File: src/rtl/minisys_pkg.sv
// Shared minisys definitions: arbiter FSM encoding and port-owner constants.
package minisys_pkg;

  typedef enum logic [1:0] {
    IDLE   = 2'd0,
    ACCESS = 2'd1,
    RESP   = 2'd2
  } arb_state_e;

  localparam logic OWN_CPU = 1'b0;
  localparam logic OWN_DMA = 1'b1;

endpackage

File: src/rtl/rr_pick2.sv
// Two-way round-robin grant select: on a tie the port not last served wins.
module rr_pick2
  import minisys_pkg::*;
(
  input  logic cpu_req,
  input  logic dma_req,
  input  logic last_served,
  output logic winner
);

  always_comb begin
    if (cpu_req && dma_req) begin
      winner = ~last_served;
    end else if (dma_req) begin
      winner = OWN_DMA;
    end else begin
      winner = OWN_CPU;
    end
  end

endmodule

File: src/rtl/dmem_arbiter.sv
// CPU/DMA arbiter in front of a single-port synchronous data RAM; two cycles per transaction
// with a bounded burst length whenever the other port is waiting.
module dmem_arbiter
  import minisys_pkg::*;
#(
  parameter int unsigned AW        = 14,
  parameter int unsigned MAX_BURST = 4
) (
  input  logic          clock,
  input  logic          prst,
  input  logic          cpu_req,
  input  logic          cpu_we,
  input  logic [AW-1:0] cpu_addr,
  input  logic [31:0]   cpu_wdata,
  output logic          cpu_ack,
  output logic [31:0]   cpu_rdata,
  input  logic          dma_req,
  input  logic          dma_we,
  input  logic [AW-1:0] dma_addr,
  input  logic [31:0]   dma_wdata,
  output logic          dma_ack,
  output logic [31:0]   dma_rdata,
  output logic [AW-1:0] mem_addr,
  output logic [31:0]   mem_wdata,
  output logic          mem_we,
  input  logic [31:0]   mem_rdata,
  output logic          owner
);

  localparam logic [3:0] BurstLim = 4'(MAX_BURST - 1);

  arb_state_e state_q, state_d;
  logic       owner_q, owner_d;
  logic       last_q, last_d;
  logic [3:0] burst_cnt_q, burst_cnt_d;
  logic       pick;
  logic       own_req, oth_req;

  rr_pick2 u_pick (
    .cpu_req     (cpu_req),
    .dma_req     (dma_req),
    .last_served (last_q),
    .winner      (pick)
  );

  assign own_req = (owner_q == OWN_DMA) ? dma_req : cpu_req;
  assign oth_req = (owner_q == OWN_DMA) ? cpu_req : dma_req;
  assign owner   = owner_q;

  always_ff @(posedge clock or negedge prst) begin
    if (!prst) begin
      state_q     <= IDLE;
      owner_q     <= OWN_CPU;
      last_q      <= OWN_DMA;
      burst_cnt_q <= 4'd0;
    end else begin
      state_q     <= state_d;
      owner_q     <= owner_d;
      last_q      <= last_d;
      burst_cnt_q <= burst_cnt_d;
    end
  end

  always_comb begin
    state_d     = state_q;
    owner_d     = owner_q;
    last_d      = last_q;
    burst_cnt_d = burst_cnt_q;
    case (state_q)
      IDLE: begin
        if (cpu_req || dma_req) begin
          state_d     = ACCESS;
          owner_d     = pick;
          burst_cnt_d = 4'd0;
        end
      end
      ACCESS: state_d = RESP;
      RESP: begin
        last_d = owner_q;
        // Owner keeps the RAM unless the other side waits and the burst budget is spent.
        if (own_req && (!oth_req || (burst_cnt_q < BurstLim))) begin
          state_d     = ACCESS;
          burst_cnt_d = (burst_cnt_q == 4'hf) ? burst_cnt_q : burst_cnt_q + 4'd1;
        end else if (oth_req) begin
          state_d     = ACCESS;
          owner_d     = ~owner_q;
          burst_cnt_d = 4'd0;
        end else begin
          state_d     = IDLE;
          burst_cnt_d = 4'd0;
        end
      end
      default: state_d = IDLE;
    endcase
  end

  always_comb begin
    mem_addr  = '0;
    mem_wdata = '0;
    mem_we    = 1'b0;
    cpu_ack   = 1'b0;
    cpu_rdata = '0;
    dma_ack   = 1'b0;
    dma_rdata = '0;
    if (state_q == ACCESS) begin
      mem_addr  = (owner_q == OWN_DMA) ? dma_addr  : cpu_addr;
      mem_wdata = (owner_q == OWN_DMA) ? dma_wdata : cpu_wdata;
      mem_we    = (owner_q == OWN_DMA) ? dma_we    : cpu_we;
    end else if (state_q == RESP) begin
      if (owner_q == OWN_DMA) begin
        dma_ack   = 1'b1;
        dma_rdata = mem_rdata;
      end else begin
        cpu_ack   = 1'b1;
        cpu_rdata = mem_rdata;
      end
    end
  end

endmodule
File: config.mk
export PLATFORM = sky130hd
export DESIGN_NAME = dmem_arbiter
export DESIGN_NICKNAME = d
export VERILOG_FILES = /design/src/rtl/minisys_pkg.sv /design/src/rtl/rr_pick2.sv /design/src/rtl/dmem_arbiter.sv
export SDC_FILE = /design/constraint.sdc
export NUM_CORES = 1
export LEC_CHECK = 0
export ABC_AREA = 1
export CORE_AREA = 2 2 94 96
export CTS_CLUSTER_DIAMETER = 30
export DETAILED_ROUTE_END_ITERATION = 8
export DIE_AREA = 0 0 96 98
export HOLD_SLACK_MARGIN = 0.12
export PLACE_DENSITY = 0.85
export REMOVE_ABC_BUFFERS = 1
export SLEW_MARGIN = 20
export SYNTH_ARGS = -nofsm -noshare
export SYNTH_HDL_FRONTEND = slang
export SYNTH_HIERARCHICAL = 1
export SYNTH_SLANG_ARGS = --single-unit
File: constraint.sdc
create_clock -name clock -period 2.1 [get_ports clock]
set_input_delay 0.63 -clock clock [delete_from_list [all_inputs] [get_ports clock]]
set_output_delay 0.63 -clock clock [all_outputs]
set_load 0.005 [all_outputs]
# == Yosys cells after proc, flatten, opt, wreduce, memory -nomap -nowiden ==
# Cells that the tools add are included.
# word_totals
regBits,8
inputBits,130
# classes
addsub,1
magnitude_cmp,1
eq_ne,7
mux,34
bitwise,2
reduce_logical,9
# op_table
cell,n
32-bit 2-to-1 mux,8
14-bit 2-to-1 mux,2
1-bit 2-to-1 mux,17
4-bit 2-to-1 mux,3
4-bit one-hot mux with 2 select lines,1
"2-bit inequality test, second input constant",3
2-bit one-hot mux with 3 select lines,1
"4-bit by 1-bit adder with 4-bit output, second input constant",1
"4-bit equality test, second input constant",1
"4-bit by 2-bit less-than comparator with 1-bit output, second input constant",1
4-bit AND reduction,1
"3-bit inequality test, second input constant",1
3-bit AND reduction,1
"2-bit by 1-bit equality test with 1-bit output, second input constant",1
"2-bit equality test, second input constant",1
1-bit logical AND,2
2-bit logical NOT,1
1-bit logical OR,2
2-bit 2-to-1 mux,1
1-bit NOT,2
1-bit one-hot mux with 2 select lines,1
2-bit nonzero test,1
1-bit logical NOT,1

# == Depth between registers and ports, before layout ==
# depth
ltp_word,6
mapped_depth,10

# == Modules after synthesis ==
# Netlist, hierarchy kept.
# by_module_without_submodules
module,instances,cells_each,area_each_um2
dmem_arbiter,1,334,1940.6
rr_pick2,1,2,12.5

# == Least setup slack after synthesis ==
# Ideal clock, no wire load.
# synth_path
path_type,reg2out
startpoint,"register owner_q, in the netlist owner"
endpoint,output mem_wdata[10]
arrival_time_ns,1.115
required_ns,1.470
setup_slack_ns,0.355
path_stages_with_launch,7
path_buffers,3
cell_sequence,dfrtp_1 > buf_6 > inv_6 > buf_4 > buf_2 > nand2_1 > a21oi_2
# synth_via
elab_chain_len,2
# synth_rtl
element,line_no,rtl
from (decl),dmem_arbiter.sv:33,"logic owner_q, owner_d;"
from (signal assigned),dmem_arbiter.sv:58,owner_q <= owner_d;
32-bit 2-to-1 mux,dmem_arbiter.sv:107,mem_wdata = (owner_q == OWN_DMA) ? dma_wdata : cpu_wdata;
32-bit 2-to-1 mux,dmem_arbiter.sv:105,if (state_q == ACCESS) begin
to (decl),dmem_arbiter.sv:24,"output logic [31:0] mem_wdata,"
# Every way passes these cells.

# == Final worst setup path ==
# layout_path
startpoint,register state_q[1]
endpoint,output mem_wdata[28]
# layout_via
elab_chain_len,2
# layout_rtl
element,line_no,rtl
from (decl),dmem_arbiter.sv:32,"arb_state_e state_q, state_d;"
from (signal assigned),dmem_arbiter.sv:57,state_q <= state_d;
2-bit by 1-bit equality test with 1-bit output,dmem_arbiter.sv:105,
32-bit 2-to-1 mux,dmem_arbiter.sv:105,
# Every way passes these cells.

==> results <==
routing by layer:
metal  track usage (%)  part of all wire [%]
met1              20.2                    38
met2              36.5                    55
met3              3.70                   5.8
met4              3.08                   1.5
met5                 0                     0
stage by stage:
step	std cells	instance area, µm²	TNS (ns)
final	706	4540	-0.341
after global routing	706	4540	-2.52
after CTS	701	4470	-2.26
after detailed placement	682	4560	-35.04
after global placement	682	4560	-33.74
after floorplan	314	1770	-41.22
cell families (layout without fill, tap and decap cells):
kind of cell	after synthesis	count (layout)	synth area share, %
xor gates and xnor gates	1	1	0.449
buffers and inverters	66	328	18.5
adders and majority gates	1	1	0.641
AOI/OAI and AO/OA	51	51	19.0
and+or+nand+nor	209	209	51.1
DFF	8	8	10.3
Yosys cell counts:
cell type  instances
inv_1             38
a21oi_1           18
nor2_2            12
buf_2              8
nor2_1            46
o21ai_1            2
buf_4              2
buf_6              5
nand2_2            2
nand3_1            5
nand4_1            2
buf_12             3
ha_1               1
clkbuf_1           4
nand2_1          121
xor2_1             1
inv_2              3
dfrtp_1            7
nor2_8             1
dfstp_2            1
a21oi_2           31
inv_4              2
inv_6              1
nor2_4            20
flip-flops by register name, summed over array words and instances, names as in the netlist:
register and count:
state_q 2, last_q 1, burst_cnt_q 4, owner 1
final cells by class:
| type | count | area, µm² | share of cell area (%) |
|---|---|---|---|
| repair buffers | 280 | 2460 | 54.2 |
| multi-input cells | 262 | 1510 | 33.3 |
| flip-flops and latches | 8 | 203 | 4.47 |
| inverters | 44 | 183 | 4.03 |
| well taps | 108 | 135 | 2.98 |
| clock buffers | 4 | 45.0 | 0.993 |
path summary, 6_finish.rpt:
kind                           startpoint              to  cells past startpoint
min in group asynchronous            prst  burst_cnt_q[0]                      1
max                            state_q[1]   mem_wdata[28]                      7
min                                last_q          last_q                      2
max in group asynchronous            prst          last_q                      1
max reg2reg                burst_cnt_q[0]  burst_cnt_q[1]                      9
min reg2reg                        last_q          last_q                      2
worst max-delay path, stage by stage (launching register included):
cell	delay [ns]
dfrtp_1	0.39
buf_4	0.15
nor2_4	0.13
inv_4	0.08
buf_12	0.14
buf_4	0.15
a21oi_2	0.11
buf_2	0.14
power by group:
group | internal [µW] | switching, µW
Clock | 132 | 68.0
Combinational | 1110 | 1150
Sequential | 193 | 35.4
repair_timing:
item	CTS	global route
gates resized for setup	450	62
endpoints found under the setup margin	113	82
pin swaps	20	8
hold endpoints to repair	0	0
cloned	3	5
buffers inserted	12	3
==> metrics.md <==
| Metric | Value |
|---|---|
| Status | `finished, violations left` |
| Failing checks | `negative setup slack` |
| Routability cong. | `0.919` |
| Tmin final | `2.15 ns` |
| Die H | `98 µm` |
| Final period utilization | `103%` |
| Critical path type | `register to output pin` |
| Initial antenna violation count | `0` |
| Ant. Diodes | `0` |
| Io pins | `244` |
| DR vias/cell | `4.31` |
| CTS buffer count | `3` |
| Unique masters post-synth | `24` |
| Most frequent cells in the layout | `clkdlybuf4s50_1, nand2_1, buf_2, a21oi_2, nor2_1` |
| Worst Hold Class | `register to register` |
| Largest net degree at the start of global routing | `53` |
| Fillers | `820` |
| Initial Utilization | `23.1%` |
| Tot Pwr | `2690 µW` |
| Routed WL | `9.60 mm` |
| Vias in the first global route | `2957` |
| Post-Syn Instances | `336` |
| Clock Path Buffers | `2` |
| Area contributors post-synth | `nand2_1, a21oi_2, nor2_4, dfrtp_1, nor2_1` |
| Nets | `730` |
| H-tree depth | `1` |
| Yosys warning total | `6` |
| Max Slew Vio Count | `0` |
| CP arrival | `1.52 ns` |
| Cell Rows | `34` |
| First-pass GRT wire length | `14.3 mm` |
| Post-synth top area cell | `nand2_1` |
| Seq/Total Area, Yosys | `10.3%` |
| Port Buffers | `243` |
| DRC | `0` |
| Clk sinks | `8` |
| CP Capture Type | `output pin` |
| Setup slack at placement | `-0.461 ns` |
| Peak supply drop | `0.437 mV` |
| RSZ-0062 raised after global routing | `true` |
| CP Data Required Time | `1.47 ns` |
| CP startpoint kind | `register` |
| Layout area overhead | `132%` |
| Fmax | `0.465 GHz` |
| Drt first pass iters | `4` |
| Hold slack | `0.517 ns` |
| Post-synth top area share | `23.3%` |
| ANT nets after route | `0` |
| Cell Area, Synth | `0.00195 mm²` |
| Reg2Reg Setup Slack | `0.67 ns` |
| PD cells | `593 mW/mm²` |
| Avg Cell Area, Syn | `5.81 µm²` |
| DIE WIDTH | `96 µm` |
| Core Footprint | `0.00847 mm²` |
| GRT overflow | `0` |
| Share of layout cells above drive strength 1 | `43.8%` |
| WL/cell | `13.6 µm` |
| Full die area | `0.00941 mm²` |
| Hold Vio Cnt, Final | `0` |
| Most common cell after layout, fill and taps aside | `clkdlybuf4s50_1` |
| Root buf cell | `clkbuf_8` |
| Setup Viol. Count Final | `19` |
| Post-CTS Hold Fix Bufs | `0` |
| Reg clk slew, reported paths | `0.04 ns` |
| Max FO, Critical Path | `6` |
| Leakage power | `0.00235 µW` |
| Register bit total from synthesis | `8` |
| CTS tree | `built` |
| Routed vias | `3045` |
| Final Worst Setup Slack | `-0.0525 ns` |
| Final HPWL DP | `7.42 mm` |
| Worst-Margin Slew | `0.389 ns` |
| Clock latency on the worst-skew pair | `0.23 ns` |
| Max_cap viols | `0` |
| Initial DRC count | `90` |
| Slew headroom | `74.0%` |
| Fin util | `53.6%` |
| Setup Skew | `0.00745 ns` |
| Total GRT Usage | `18.6%` |
Note: power is estimated with default switching activity, not from simulation.
